[src/rtl/riscuinho_pkg.sv]
// Shared RV32I core definitions: word size, canonical NOP, and the
// fetch-stage state encoding and queue entry layout.
package riscuinho_pkg;

  localparam int XLEN = 32;
  localparam logic [XLEN-1:0] NOP_INSTR = 32'h0000_0013;

  typedef enum logic [1:0] {
    S_REQ,
    S_WAIT,
    S_FLUSH,
    S_FAULT
  } fetch_state_t;

  typedef struct packed {
    logic [XLEN-1:0] pc;
    logic [XLEN-1:0] instr;
  } fetch_entry_t;

  function automatic logic is_misaligned(input logic [XLEN-1:0] addr);
    return addr[1:0] != 2'b00;
  endfunction

endpackage

[src/rtl/instruction_fetch_if.sv]
// Fetch-stage bus bundle: instruction-memory request/response channel,
// decoder valid/ready channel, and the redirect/fault side-band.
interface instruction_fetch_if;
  import riscuinho_pkg::*;

  logic            imem_req;
  logic [XLEN-1:0] imem_addr;
  logic            imem_gnt;
  logic            imem_rvalid;
  logic [XLEN-1:0] imem_rdata;
  logic [XLEN-1:0] instr;
  logic [XLEN-1:0] instr_pc;
  logic            instr_valid;
  logic            instr_ready;
  logic            redirect;
  logic [XLEN-1:0] redirect_pc;
  logic            fetch_fault;

  // Fetch stage side
  modport master (
    output imem_req, imem_addr,
    input  imem_gnt, imem_rvalid, imem_rdata,
    output instr, instr_pc, instr_valid,
    input  instr_ready,
    input  redirect, redirect_pc,
    output fetch_fault
  );

  // Memory / decoder / branch-unit side
  modport slave (
    input  imem_req, imem_addr,
    output imem_gnt, imem_rvalid, imem_rdata,
    input  instr, instr_pc, instr_valid,
    output instr_ready,
    output redirect, redirect_pc,
    input  fetch_fault
  );

endinterface

[src/rtl/instruction_fetch_queue.sv]
// Two-entry FIFO of {pc, instr} pairs between the memory response and the
// decoder. Flush empties it; stored words are not cleared, only forgotten.
module fetch_queue
  import riscuinho_pkg::*;
#(
  parameter logic [XLEN-1:0] RESET_PC = '0
) (
  input  logic         clk,
  input  logic         reset,
  input  logic         push,
  input  fetch_entry_t push_data,
  input  logic         pop,
  input  logic         flush,
  output fetch_entry_t head,
  output logic [1:0]   count
);

  fetch_entry_t mem [2];
  logic         wr_ptr;
  logic         rd_ptr;

  assign head = mem[rd_ptr];

  // Storage, pointers and occupancy; flush wins over push/pop
  always_ff @(posedge clk) begin
    if (reset) begin
      wr_ptr <= 1'b0;
      rd_ptr <= 1'b0;
      count  <= 2'd0;
      for (int unsigned i = 0; i < 2; i++) begin
        mem[i] <= '{pc: RESET_PC, instr: NOP_INSTR};
      end
    end else if (flush) begin
      wr_ptr <= 1'b0;
      rd_ptr <= 1'b0;
      count  <= 2'd0;
    end else begin
      if (push) begin
        mem[wr_ptr] <= push_data;
        wr_ptr      <= ~wr_ptr;
      end
      if (pop) begin
        rd_ptr <= ~rd_ptr;
      end
      case ({push, pop})
        2'b10:   count <= count + 2'd1;
        2'b01:   count <= count - 2'd1;
        default: count <= count;
      endcase
    end
  end

endmodule

[src/rtl/instruction_fetch.sv]
// RV32I instruction fetch: owns the fetch PC, keeps at most one memory
// request in flight, buffers responses in a 2-entry queue and hands them
// to the decoder. Redirects flush everything and may raise a sticky fault.
module instruction_fetch
  import riscuinho_pkg::*;
#(
  parameter logic [XLEN-1:0] RESET_PC = '0
) (
  input  logic               clk,
  input  logic               reset,
  instruction_fetch_if.master bus
);

  fetch_state_t    state;
  logic [XLEN-1:0] fetch_pc;
  logic [XLEN-1:0] req_pc;
  logic            running;
  logic            fault;

  fetch_entry_t    head;
  logic [1:0]      count;
  logic            req;
  logic            push;
  logic            pop;
  logic            outstanding;
  logic            target_bad;

  // Request depends only on registered state, so no input reaches it combinationally
  assign req = running && (state == S_REQ) && (count <= 2'd1);

  assign bus.imem_req    = req;
  assign bus.imem_addr   = {fetch_pc[XLEN-1:2], 2'b00};
  assign bus.instr       = head.instr;
  assign bus.instr_pc    = head.pc;
  assign bus.instr_valid = (count != 2'd0);
  assign bus.fetch_fault = fault;

  assign push       = (state == S_WAIT) && bus.imem_rvalid && !bus.redirect;
  assign pop        = (count != 2'd0) && bus.instr_ready;
  assign target_bad = is_misaligned(bus.redirect_pc);

  // A request is still in flight after this cycle if its response has not arrived
  // yet, or if one is being granted right now
  always_comb begin
    outstanding = 1'b0;
    case (state)
      S_WAIT, S_FLUSH: outstanding = !bus.imem_rvalid;
      S_REQ:           outstanding = req && bus.imem_gnt;
      default:         outstanding = 1'b0;
    endcase
  end

  // Fetch FSM: redirect takes priority over normal request/response sequencing
  always_ff @(posedge clk) begin
    if (reset) begin
      state    <= S_REQ;
      fetch_pc <= RESET_PC;
      req_pc   <= RESET_PC;
      running  <= 1'b0;
      fault    <= 1'b0;
    end else begin
      running <= 1'b1;
      if (bus.redirect) begin
        fetch_pc <= bus.redirect_pc;
        fault    <= target_bad;
        if (outstanding)     state <= S_FLUSH;
        else if (target_bad) state <= S_FAULT;
        else                 state <= S_REQ;
      end else begin
        case (state)
          S_REQ: begin
            if (req && bus.imem_gnt) begin
              req_pc   <= fetch_pc;
              fetch_pc <= fetch_pc + 32'd4;
              state    <= S_WAIT;
            end
          end
          S_WAIT: begin
            if (bus.imem_rvalid) state <= S_REQ;
          end
          S_FLUSH: begin
            // A misaligned redirect parks here until the stale response drains
            if (bus.imem_rvalid) state <= fault ? S_FAULT : S_REQ;
          end
          default: state <= S_FAULT;
        endcase
      end
    end
  end

  fetch_queue #(
    .RESET_PC(RESET_PC)
  ) u_queue (
    .clk       (clk),
    .reset     (reset),
    .push      (push),
    .push_data ('{pc: req_pc, instr: bus.imem_rdata}),
    .pop       (pop),
    .flush     (bus.redirect),
    .head      (head),
    .count     (count)
  );

endmodule

[src/flat_wrapper.sv]
// flat-port wrapper written by rule: the top's interface ports become plain ports
module instruction_fetch_flat import riscuinho_pkg::*;
#(
  parameter logic [XLEN-1:0] RESET_PC = '0
)
  (clk, reset, bus_imem_req, bus_imem_addr, bus_imem_gnt, bus_imem_rvalid, bus_imem_rdata, bus_instr, bus_instr_pc, bus_instr_valid, bus_instr_ready, bus_redirect, bus_redirect_pc, bus_fetch_fault);
  instruction_fetch_if bus_i ();
  input  logic clk;
  input  logic reset;
  output wire logic [$bits(bus_i.imem_req)-1:0] bus_imem_req;
  output wire logic [$bits(bus_i.imem_addr)-1:0] bus_imem_addr;
  input wire logic [$bits(bus_i.imem_gnt)-1:0] bus_imem_gnt;
  input wire logic [$bits(bus_i.imem_rvalid)-1:0] bus_imem_rvalid;
  input wire logic [$bits(bus_i.imem_rdata)-1:0] bus_imem_rdata;
  output wire logic [$bits(bus_i.instr)-1:0] bus_instr;
  output wire logic [$bits(bus_i.instr_pc)-1:0] bus_instr_pc;
  output wire logic [$bits(bus_i.instr_valid)-1:0] bus_instr_valid;
  input wire logic [$bits(bus_i.instr_ready)-1:0] bus_instr_ready;
  input wire logic [$bits(bus_i.redirect)-1:0] bus_redirect;
  input wire logic [$bits(bus_i.redirect_pc)-1:0] bus_redirect_pc;
  output wire logic [$bits(bus_i.fetch_fault)-1:0] bus_fetch_fault;
  assign bus_imem_req = bus_i.imem_req;
  assign bus_imem_addr = bus_i.imem_addr;
  assign bus_i.imem_gnt = bus_imem_gnt;
  assign bus_i.imem_rvalid = bus_imem_rvalid;
  assign bus_i.imem_rdata = bus_imem_rdata;
  assign bus_instr = bus_i.instr;
  assign bus_instr_pc = bus_i.instr_pc;
  assign bus_instr_valid = bus_i.instr_valid;
  assign bus_i.instr_ready = bus_instr_ready;
  assign bus_i.redirect = bus_redirect;
  assign bus_i.redirect_pc = bus_redirect_pc;
  assign bus_fetch_fault = bus_i.fetch_fault;
  instruction_fetch #(.RESET_PC(RESET_PC)) u_core (.clk(clk), .reset(reset), .bus(bus_i));
endmodule
[config.mk]
export PLATFORM = sky130hd
export DESIGN_NAME = instruction_fetch_flat
export DESIGN_NICKNAME = d
export VERILOG_FILES = /design/src/rtl/riscuinho_pkg.sv /design/src/rtl/instruction_fetch_if.sv /design/src/rtl/instruction_fetch_queue.sv /design/src/rtl/instruction_fetch.sv /design/src/flat_wrapper.sv
export SDC_FILE = /design/constraint.sdc
export NUM_CORES = 1
export LEC_CHECK = 0
export BUFFER_PORTS_ARGS = -buffer_cell sky130_fd_sc_hd__clkbuf_2
export CAP_MARGIN = 5
export CELL_PAD_IN_SITES_DETAIL_PLACEMENT = 1
export CELL_PAD_IN_SITES_GLOBAL_PLACEMENT = 2
export CORE_MARGIN = 5
export CORE_UTILIZATION = 30
export DETAILED_ROUTE_END_ITERATION = 10
export PLACE_DENSITY = 0.65
export SETUP_SLACK_MARGIN = 0.02
export SLEW_MARGIN = 25
export SYNTH_ARGS = -nofsm -noshare
export SYNTH_HDL_FRONTEND = slang
export SYNTH_HIERARCHICAL = 1
export SYNTH_SLANG_ARGS = --single-unit
[constraint.sdc]
create_clock -name clk -period 10.2 [get_ports clk]
set_input_delay 1.53 -clock clk [delete_from_list [all_inputs] [get_ports clk]]
set_output_delay 1.53 -clock clk [all_outputs]
set_load 0.05 [all_outputs]
### Word level (Yosys, flattened, before mapping)

Memories as Yosys holds them, arrays and structs flattened. A register that Yosys moved wholly into a read port is not among the register bits.
Cells that the tools add are included.

* register bits: 72
* RAM bits: 128
* input port bits: 70
* output and inout port bits: 99
* logic and storage cells: 68
* memories: 1

Memories
* u_core.u_queue.mem: depth 2, bits a word 64, rd ports 1, clocked after memory_dff 1, write ports 2, line instruction_fetch_queue.sv:18 `fetch_entry_t mem [2];`

* add/sub/neg operators: 3
* magnitude comparators: 1
* eq/ne operators: 7
* mux-type cells: 25
* bitwise operators: 3
* reductions and logical operators: 20

Operator list (number)
* 32-bit 2-to-1 mux: 3
* 64-bit 2-to-1 mux: 1
* 64-bit OR reduction: 1
* 32-bit by 3-bit adder with 32-bit output, second input constant: 1
* 2-bit 2-to-1 mux: 7
* 1-bit 2-to-1 mux: 11
* 2-bit nonzero test: 5
* 3-bit != test, second input constant: 3
* 1-bit logical AND: 6
* 2-bit one-hot mux with 3 select lines: 1
* 3-bit AND reduction: 2
* 2-bit by 1-bit == test with 1-bit output, second input constant: 2
* 2-bit == test, second input constant: 2
* 2-bit one-hot mux with 2 select lines: 1
* 2-bit OR reduction: 2
* 1-bit NOT: 3
* 2-bit by 1-bit adder with 2-bit output, second input constant: 1
* 2-bit by 1-bit less-or-equal comparator with 1-bit output, second input constant: 1
* 1-bit zero test: 2
* 2-bit zero test: 1
* 1-bit one-hot mux with 2 select lines: 1
* 2-bit AND reduction: 1
* 2-bit by 1-bit subtractor with 2-bit output, second input constant: 1

### Depth between registers and ports, before layout

Gate-level depths: netlist of run 1.

* word-level depth: 9
* mapped depth: 9
* depth with buffers taken out: 8

### Modules after synthesis

The synthesis of run 1 kept the hierarchy.

Modules (own cells, without submodules)
* fetch_queue: instances 1, cells an instance 383, area each 5878.1 µm², sequential area each 3943.8 µm²
* instruction_fetch: instances 1, cells an instance 425, area each 3433.3 µm², sequential area each 1361.3 µm²

### Worst setup path after synthesis of run 1

Ideal clock, no wire load.

* kind: input port to flip-flop
* start point: input bus_redirect
* end point: memory u_core/u_queue/mem[0][0] (netlist name), enable pin
* library setup time: 499 ps
* data arrival time: 5449 ps
* required time: 9701 ps
* slack: 4251 ps
* stages on the path: 6
* path buffers: 2
* cells stage by stage: inv_1 clkbuf_1 clkbuf_1 and3_1 nand2b_1 o21bai_1

RTL lines
* from (decl): line flat_wrapper.sv:19 `input wire logic [$bits(bus_i.redirect)-1:0] bus_redirect;`
* to (decl): line instruction_fetch_queue.sv:18

==> results.py, run 1 <==
metrics = {
    "logic_synthesis": {
        "ys.flop_type": "edfxtp_1",
        "syn_inst": 808,
        "ys_seq_area_frac": 0.570,
        "synth_area_um2": 9310,
        "yosysUniqueCellTypes": 60,
        "synth_edf_count": 128,
        "synth_seq_cells": 201,
        "yosysWarnings": 6,
        "synthArstFlopShare": 0,
        "avgSynthCellArea_um2": 11.5,
    },
    "pwr": {
        "netSwitchingFraction": 0.260,
        "pwr-share-clk": 0.410,
        "peakVddDrop_uv": 134,
        "seqPwrFrac": 0.485,
        "combPwrFrac": 0.105,
        "power_density_nw_per_um2": 176,
        "p_int_mw": 1.40,
        "p_leak_nw": 4.53,
        "switching_power_mw": 0.494,
        "power_mw": 1.90,
    },
    "finish": {
        "final_common_cell": "clkbuf_2",
        "drive_above_1_share": 0.237,
        "syn2layout_area_growth_pct": 15.9,
        "final_area_um2": 10800,
        "n_antenna_cell": 0,
        "fin_util": 0.353,
        "nets": 990,
        "layout.cells.non_filler": 1326,
        "layout_common_cells": "clkbuf_2 (166), edfxtp_1 (128), and3_1 (126)",
    },
    "route": {
        "finalWirelength_um": 25000,
        "drc": 0,
        "drt_iter0_drc": 374,
        "firstDrtPassIters": 5,
        "antenna_left": 0,
        "vias_per_cell": 4.86,
        "wire_per_inst_um": 18.8,
        "route.vias.total": 6443,
    },
    "cts": {
        "clock_latency_ps": 510,
        "post-cts-setup-buffers": 0,
        "cts_max_level": 1,
        "numCtsBuffers": 24,
        "clock_path_buffers": 3,
        "ctsHoldBuffers": 0,
        "clk_pin_slew_ps": 60,
        "cts_repair_resize_count": 0,
        "cts-root-buf": "clkbuf_16",
        "cts_tree": "done",
        "clock-sinks": 201,
    },
    "placed_design": {
        "post-place-ws_ps": 5260,
        "place_area_um2": 10100,
        "placed_cells": 1284,
        "dp_hpwl_um": 15800,
        "routabilityCongestion": 0.714,
        "portBuffers": 166,
    },
    "setup_path": {
        "rr_worst_depth": 6,
        "max_stage_delay_ps": 690,
        "crit_path_max_fanout": 65,
        "r2r-start": "u_core/state[0]$_SDFFE_PP0P_",
        "critPathKind": "input port to flip-flop",
        "endpoint": "u_core/u_queue/mem[1][44]$_SDFFCE_PN0P_",
        "cp-start-kind": "input port",
        "cp.required_ps": 10330,
        "endpoint_kind": "flip-flop",
        "crit_top_cell": "buf_4",
        "arrival_ps": 4520,
        "crit_path_start": "bus_redirect",
        "reg2reg_to": "u_core/fetch_pc[25]$_SDFFE_PP0P_",
        "crit_slowest_cell": "buf_4",
        "crit_chain": "clkbuf_2, inv_1, buf_4, and3_1, and2_4, a21o_2, buf_4",
        "r2r_setup_slack_ps": 7360,
    },
    "global_route": {
        "grt_util_all_layers": 0.139,
        "antenna_found_initial": 0,
        "grt_pass1_wl_um": 38200,
        "grt_pass1_vias": 6482,
        "grt_max_degree": 123,
        "grt_overflow": 0,
    },
    "timing": {
        "fmax_mhz": 228,
        "setup_viol": 0,
        "tightest_slew_ps": 981,
        "clock-skew-final_ps": 6.78,
        "final-hold-violation-count": 0,
        "rsz0062_at_grt": "no",
        "max-slew-margin-rel": 0.346,
        "drv_slew": 0,
        "fin_crit_sh": 0.431,
        "fin_ws_ps": 5810,
        "whs_ps": 461,
        "period_needed_ps": 4390,
        "tns_ps": 0,
    },
    "outcome": {
        "status": "finished, final reports clean",
    },
    "floorplanning": {
        "die_height_um": 186,
        "core-area_um2": 30600,
        "num_io_pins": 169,
        "die_w_um": 186,
        "rows": 64,
        "dieArea_um2": 34700,
        "start_util": 0.304,
    },
    "min_path": {
        "holdCritPathClass": "flip-flop to flip-flop",
    },
    "flow_run": {
        "maxCapViolations": 0,
    },
}
## flip-flops by register name, summed over array words and instances (netlist names), named ones only
register	flops
u_core/req_pc	32
u_core/u_queue/mem	128
u_core/bus.fetch_fault	1
u_core/u_queue/count	2
u_core/state	2
u_core/u_queue/rd_ptr	1
u_core/running	1
u_core/u_queue/wr_ptr	1
u_core/fetch_pc	32
## worst min path at each step
stage | endpoint | from | slack (ps) | cells past startpoint
floorplan | u_core/req_pc[0]$_SDFFE_PP0P_ | u_core/fetch_pc[0]$_SDFFE_PP0P_ | 430 | 2
global placement | u_core/req_pc[13]$_SDFFE_PP0P_ | u_core/req_pc[13]$_SDFFE_PP0P_ | 450 | 2
detailed placement | u_core/req_pc[15]$_SDFFE_PP0P_ | u_core/req_pc[15]$_SDFFE_PP0P_ | 460 | 2
CTS | u_core/req_pc[15]$_SDFFE_PP0P_ | u_core/req_pc[15]$_SDFFE_PP0P_ | 470 | 2
global route | u_core/req_pc[3]$_SDFFE_PP0P_ | u_core/req_pc[3]$_SDFFE_PP0P_ | 490 | 2
finish | u_core/req_pc[15]$_SDFFE_PP0P_ | u_core/req_pc[15]$_SDFFE_PP0P_ | 460 | 2
## synth_stat cells, drive strengths merged, types with 2 or more instances
| cell | instances | area share |
|---|---|---|
| clkbuf | 28 | 0.011 |
| nand2b | 3 | 0.0020 |
| buf | 67 | 0.057 |
| edfxtp | 128 | 0.41 |
| xor2 | 3 | 0.0028 |
| nand2 | 87 | 0.035 |
| a31oi | 4 | 0.0027 |
| o21ai | 6 | 0.0032 |
| o211ai | 3 | 0.0024 |
| dfxtp | 73 | 0.16 |
| nor3 | 7 | 0.0038 |
| a311oi | 11 | 0.010 |
| mux2i | 3 | 0.0032 |
| o31ai | 10 | 0.0081 |
| nand3 | 11 | 0.0059 |
| and4 | 5 | 0.0047 |
| nor4 | 6 | 0.0040 |
| a21oi | 36 | 0.019 |
| nand4 | 7 | 0.0054 |
| o41ai | 2 | 0.0019 |
| a21o | 3 | 0.0024 |
| or2 | 2 | 0.0013 |
| a211oi | 8 | 0.0065 |
| o41a | 3 | 0.0036 |
| mux2 | 64 | 0.077 |
| inv | 9 | 0.0036 |
| a221oi | 2 | 0.0019 |
| and2 | 3 | 0.0023 |
| and3 | 126 | 0.085 |
| or3 | 6 | 0.0046 |
| or4 | 10 | 0.0081 |
| a2111oi | 2 | 0.0022 |
| nor2b | 3 | 0.0020 |
| nor2 | 39 | 0.017 |
| o31a | 2 | 0.0019 |
| ha | 6 | 0.0081 |
| xnor2 | 9 | 0.0085 |
## layout make-up
class / count / area (um^2)
Clock buffer: 32 / 631
Fill cell: 3439 / 19800
Sequential cell: 201 / 5310
Inverter: 10 / 37.5
Tap cell: 396 / 495
Clock inverter: 10 / 78.8
Multi-Input combinational cell: 503 / 3350
Timing Repair Buffer: 174 / 891
## layer usage
| metal | vias up | wire [um] | track usage |
|---|---|---|---|
| met4 | 0 | 423 | 0.0271 |
| met1 | 3115 | 12300 | 0.209 |
| met2 | 157 | 10800 | 0.212 |
| li1 | 3150 | - | - |
| met3 | 21 | 1430 | 0.0259 |
| met5 | - | 0 | 0 |
## critical path, delay by kind of cell
kind	cells	cell delay, ps
buffers and inverters	4	1710
AND/OR/NAND/NOR	2	930
AO/OA/AOI/OAI	1	230
## power groups by stage
stage	clock network (mW)	registers, mW	logic [mW]
2_1_floorplan	0	0.929	0.154
3_3_place_gp	0	0.936	0.201
3_5_place_dp	0	0.937	0.202
4_1_cts	0.807	0.920	0.203
5_1_grt	0.840	0.924	0.215
6_report	0.777	0.920	0.199
## logic make-up after synthesis
| family | count (synthesis) | share of synthesized area |
|---|---|---|
| other | 1 | 0.000403 |
| AOI/OAI and AO/OA | 99 | 0.0739 |
| adders and majority gates | 6 | 0.00806 |
| buffers and inverters | 105 | 0.0722 |
| and+or+nand+nor | 317 | 0.184 |
| DFF | 201 | 0.570 |
| muxes | 67 | 0.0806 |
| xor gates and xnor gates | 12 | 0.0113 |
No activity file was read; power rests on OpenSTA's default activity.
==> inputs of run 2 (changes only) <==
- PLACE_DENSITY: 0.65 -> 0.67
- clock period: 10.2 -> 3.9 ns (I/O delays scaled with it)
==> run 2 against run 1 <==
Compared with the run above:
- register-to-register slack got worse by 6200 ps
- global-route usage increased by 0.15 points
- cell count increased by 0.53%
- clock power increased to 2.8 times the previous value
- via count increased by 1.4%
- combinational power increased to 2.7 times the previous value
- flip-flop and latch count unchanged
- worst setup slack got worse by 4700 ps
- power increased to 2.7 times the previous value
- highest routed layer unchanged
==> results.py, run 2 (synthesis gave the netlist of run 1 again) <==
metrics = {
    "floorplanning": {
        "start_util": 0.304,
        "dieArea_um2": 34700,
        "rows": 64,
        "core-area_um2": 30600,
        "die_height_um": 186,
        "num_io_pins": 169,
        "die_w_um": 186,
    },
    "setup_path": {
        "critPathKind": "flip-flop to output pin",
        "crit_path_max_fanout": 47,
        "endpoint_kind": "output pin",
        "rr_worst_depth": 6,
        "cp-start-kind": "flip-flop",
        "arrival_ps": 2210,
        "cp.required_ps": 3310,
    },
    "cts": {
        "cts_max_level": 1,
        "clock_latency_ps": 500,
        "cts_tree": "done",
        "clk_pin_slew_ps": 60,
        "clock-sinks": 201,
        "clock_path_buffers": 3,
        "numCtsBuffers": 24,
        "cts-root-buf": "clkbuf_16",
        "post-cts-setup-buffers": 0,
        "cts_repair_resize_count": 0,
        "ctsHoldBuffers": 0,
    },
    "timing": {
        "period_needed_ps": 2790,
        "clock-skew-final_ps": 9.84,
        "tns_ps": 0,
        "fmax_mhz": 358,
        "rsz0062_at_grt": "no",
        "setup_viol": 0,
        "drv_slew": 0,
        "max-slew-margin-rel": 0.350,
        "tightest_slew_ps": 975,
        "fin_crit_sh": 0.716,
        "final-hold-violation-count": 0,
    },
    "global_route": {
        "grt_pass1_wl_um": 38900,
        "grt_overflow": 0,
        "grt_util_all_layers": 0.141,
        "grt_pass1_vias": 6756,
        "grt_max_degree": 123,
        "antenna_found_initial": 0,
    },
    "finish": {
        "largest_reg_flops": 128,
        "n_antenna_cell": 0,
        "final_common_cell": "clkbuf_2",
        "syn2layout_area_growth_pct": 17.3,
        "nets": 995,
        "reg_top3": "u_core/u_queue/mem: 128 flops, u_core/fetch_pc: 32 flops, u_core/req_pc: 32 flops",
        "drive_above_1_share": 0.247,
        "final_area_um2": 10900,
        "regMostFlops": "u_core/u_queue/mem",
        "layout_common_cells": "clkbuf_2 (166), edfxtp_1 (128), and3_1 (126)",
    },
    "pwr": {
        "netSwitchingFraction": 0.256,
        "pwr-share-clk": 0.425,
        "switching_power_mw": 1.30,
        "power_density_nw_per_um2": 467,
        "peakVddDrop_uv": 314,
        "combPwrFrac": 0.104,
        "p_int_mw": 3.80,
        "seqPwrFrac": 0.471,
        "p_leak_nw": 4.60,
    },
    "placed_design": {
        "portBuffers": 166,
        "dp_hpwl_um": 16200,
        "routabilityCongestion": 0.722,
        "place_area_um2": 10200,
    },
    "route": {
        "drt_iter0_drc": 323,
        "finalWirelength_um": 24900,
        "vias_per_cell": 4.90,
        "antenna_left": 0,
        "firstDrtPassIters": 4,
        "wire_per_inst_um": 18.7,
        "drc": 0,
        "route.vias.total": 6536,
    },
    "outcome": {
        "status": "finished, final reports clean",
    },
    "flow_run": {
        "maxCapViolations": 0,
    },
    "min_path": {
        "holdCritPathClass": "input port to flip-flop",
        "holdPathStages": 2,
    },
}
-- run 2: metal layers --
metal,routed length (um),vias to the layer above,global-route usage
met1,11900,3188,0.202
met4,259,0,0.0271
met5,0,-,0
met2,11100,161,0.223
met3,1610,21,0.0286
li1,-,3166,-
-- run 2: worst paths after layout --
| check | startpoint | slack [ps] | to |
|---|---|---|---|
| min reg2reg | u_core/fetch_pc[1]$_SDFFE_PP0P_ | 460 | u_core/req_pc[1]$_SDFFE_PP0P_ |
| min | bus_redirect_pc[2] | 310 | u_core/fetch_pc[2]$_SDFFE_PP0P_ |
| max reg2reg | u_core/state[1]$_SDFFE_PP0P_ | 1150 | u_core/fetch_pc[25]$_SDFFE_PP0P_ |
| max | flip-flop | 1110 | bus_instr_pc[17] |
-- run 2: per-stage QoR --
step                hold WS (ps)  setup WS (ps)  cells  total power [mW]  utilization
floorplan                    431            253    809              2.83            -
global placement             446           1230   1289              2.98        0.332
detailed placement           452           1160   1289              2.99        0.332
CTS                          281           1020   1333              5.20        0.357
global route                 294            854   1333              5.32        0.357
finish                       308           1110   1333              5.10        0.357
-- run 2: layout make-up --
cell class                 count  area, um^2
clock buffer                  32         662
clock inverter                12         105
fill                        3358       19700
inverter                      10        37.5
multi-input combinational    503        3350
sequential                   201        5310
tap                          396         495
timing repair buffer         179         966
-- run 2: worst max-delay path, stage by stage (launching register included) --
cell	delay [ps]
dfxtp_2	660
buf_12	340
mux2_1	410
clkbuf_2	260
-- run 2: power by group through the flow --
stage	clock (mW)	sequential, mW	combinational, mW
detailed placement	0	2.45	0.538
finish	2.17	2.40	0.530
floorplan	0	2.43	0.404
global route	2.34	2.41	0.570
global placement	0	2.44	0.537
CTS	2.25	2.40	0.540
==> inputs of run 3 (changes only) <==
- PLACE_DENSITY: 0.67 -> 0.65
- clock period: 3.9 -> 2.8 ns (I/O delays scaled with it)
==> run 3 against run 2 <==
Compared with the run above:
- clock power rose by 39%
- critical path type is now flip-flop to flip-flop
- die area did not move
- non-clock buffer count rose by 3
- design area rose by 0.27%
==> results.py, run 3 (synthesis gave the netlist of run 1 again) <==
metrics = {
    "route": {
        "drt_iter0_drc": 353,
        "drc": 0,
        "firstDrtPassIters": 4,
        "vias_per_cell": 4.88,
        "antenna_left": 0,
        "finalWirelength_um": 24900,
        "wire_per_inst_um": 18.6,
        "route.vias.total": 6518,
    },
    "finish": {
        "multi_input_area_um2": 3360,
        "nets": 998,
        "fin_util": 0.358,
        "final_common_cell": "clkbuf_2",
        "regMostFlops": "u_core/u_queue/mem",
        "n_antenna_cell": 0,
        "fillers": 3391,
        "syn2layout_area_growth_pct": 17.7,
        "reg_top3": "u_core/u_queue/mem: 128 flops, u_core/fetch_pc: 32 flops, u_core/req_pc: 32 flops",
        "final_area_um2": 11000,
        "drive_above_1_share": 0.247,
        "ff_latch_area_um2": 5310,
        "largest_reg_flops": 128,
        "layout_common_cells": "clkbuf_2 (166), edfxtp_1 (128), and3_1 (126)",
    },
    "pwr": {
        "power_density_nw_per_um2": 648,
        "peakVddDrop_uv": 344,
        "p_leak_nw": 4.61,
    },
    "setup_path": {
        "crit_path_max_fanout": 21,
        "cp.required_ps": 3210,
        "endpoint_kind": "flip-flop",
        "crit_chain": "inv_1, ha_1, nand4b_2, or3_1, or4_1, a311oi_1",
        "crit_slowest_cell": "or3_1",
        "cp-start-kind": "flip-flop",
        "max_stage_delay_ps": 670,
        "critPathKind": "flip-flop to flip-flop",
        "arrival_ps": 2790,
    },
    "timing": {
        "tightest_slew_ps": 991,
        "rsz0062_at_grt": "no",
        "drv_slew": 0,
        "tns_ps": 0,
        "max-slew-margin-rel": 0.339,
        "fin_crit_sh": 0.849,
        "setup_viol": 0,
        "period_needed_ps": 2380,
        "fmax_mhz": 421,
        "final-hold-violation-count": 0,
        "clock-skew-final_ps": 7.92,
    },
    "global_route": {
        "grt_overflow": 0,
        "grt_util_all_layers": 0.138,
        "grt_pass1_vias": 6626,
        "antenna_found_initial": 0,
        "grt_max_degree": 123,
        "grt_pass1_wl_um": 38000,
    },
    "placed_design": {
        "routabilityCongestion": 0.719,
        "place_area_um2": 10200,
        "portBuffers": 166,
        "dp_hpwl_um": 16200,
    },
    "floorplanning": {
        "start_util": 0.304,
        "die_height_um": 186,
        "core-area_um2": 30600,
        "rows": 64,
        "dieArea_um2": 34700,
        "die_w_um": 186,
        "num_io_pins": 169,
    },
    "cts": {
        "cts_repair_resize_count": 0,
        "numCtsBuffers": 24,
        "clock-sinks": 201,
        "post-cts-setup-buffers": 0,
        "cts_tree": "done",
        "cts-root-buf": "clkbuf_16",
        "cts_max_level": 1,
        "ctsHoldBuffers": 0,
        "clock_latency_ps": 500,
        "clk_pin_slew_ps": 60,
        "clock_path_buffers": 3,
    },
    "flow_run": {
        "maxCapViolations": 0,
    },
    "outcome": {
        "status": "finished, final reports clean",
    },
    "min_path": {
        "holdCritPathClass": "input port to flip-flop",
    },
}
[run 3: changes by cell type in the layout (fill, tap and decap cells not counted), sizes merged]
cell / change
buf: +3
[run 3: stage by stage]
step,power [mW],hold slack [ps],instances,setup slack [ps]
floorplan,3.94,431,809,67.9
global placement,4.16,450,1292,477
detailed placement,4.17,457,1292,421
CTS,7.21,135,1336,412
global route,7.39,149,1336,228
finish,7.09,159,1336,422
[run 3: layout make-up]
class,instances,share of cell area
flip-flops and latches,201,0.484
multi-input cells,503,0.307
repair buffers,182,0.0902
clock buffers,32,0.0604
well taps,396,0.0452
clock inverters,12,0.00971
inverters,10,0.00343
[run 3: power breakdown]
part | internal, mW | switching, mW | total [mW] | leakage [nW]
Clock | 1.84 | 1.17 | 3.01 | 0.376
Combinational | 0.192 | 0.553 | 0.746 | 2.34
Sequential | 3.26 | 0.0826 | 3.34 | 1.90
[run 3: metal layers]
metal	up-vias	track usage	routed length [um]
li1	3177	-	-
met1	3153	0.195	11700
met2	158	0.224	11300
met3	30	0.0274	1520
met4	0	0.0242	313
met5	-	0	0
[run 3: worst paths after layout]
path	depth (start not counted)	end	from	slack (ps)
hold reg to reg	2	u_core/req_pc[1]$_SDFFE_PP0P_	u_core/req_pc[1]$_SDFFE_PP0P_	460
setup / recovery	6	u_core/fetch_pc[25]$_SDFFE_PP0P_	u_core/state[0]$_SDFFE_PP0P_	420
setup reg to reg	6	u_core/fetch_pc[25]$_SDFFE_PP0P_	u_core/state[0]$_SDFFE_PP0P_	420
hold / removal	2	u_core/fetch_pc[18]$_SDFFE_PP0P_	bus_redirect_pc[18]	160
[run 3: worst max-delay path, delay by kind of cell, from the launching register on]
| kind | cells | cell delay [ps] |
|---|---|---|
| and+or+nand+nor | 3 | 1360 |
| AOI/OAI and AO/OA | 1 | 240 |
| adders and majority gates | 1 | 260 |
| buffers and inverters | 1 | 90 |
| DFF | 1 | 340 |
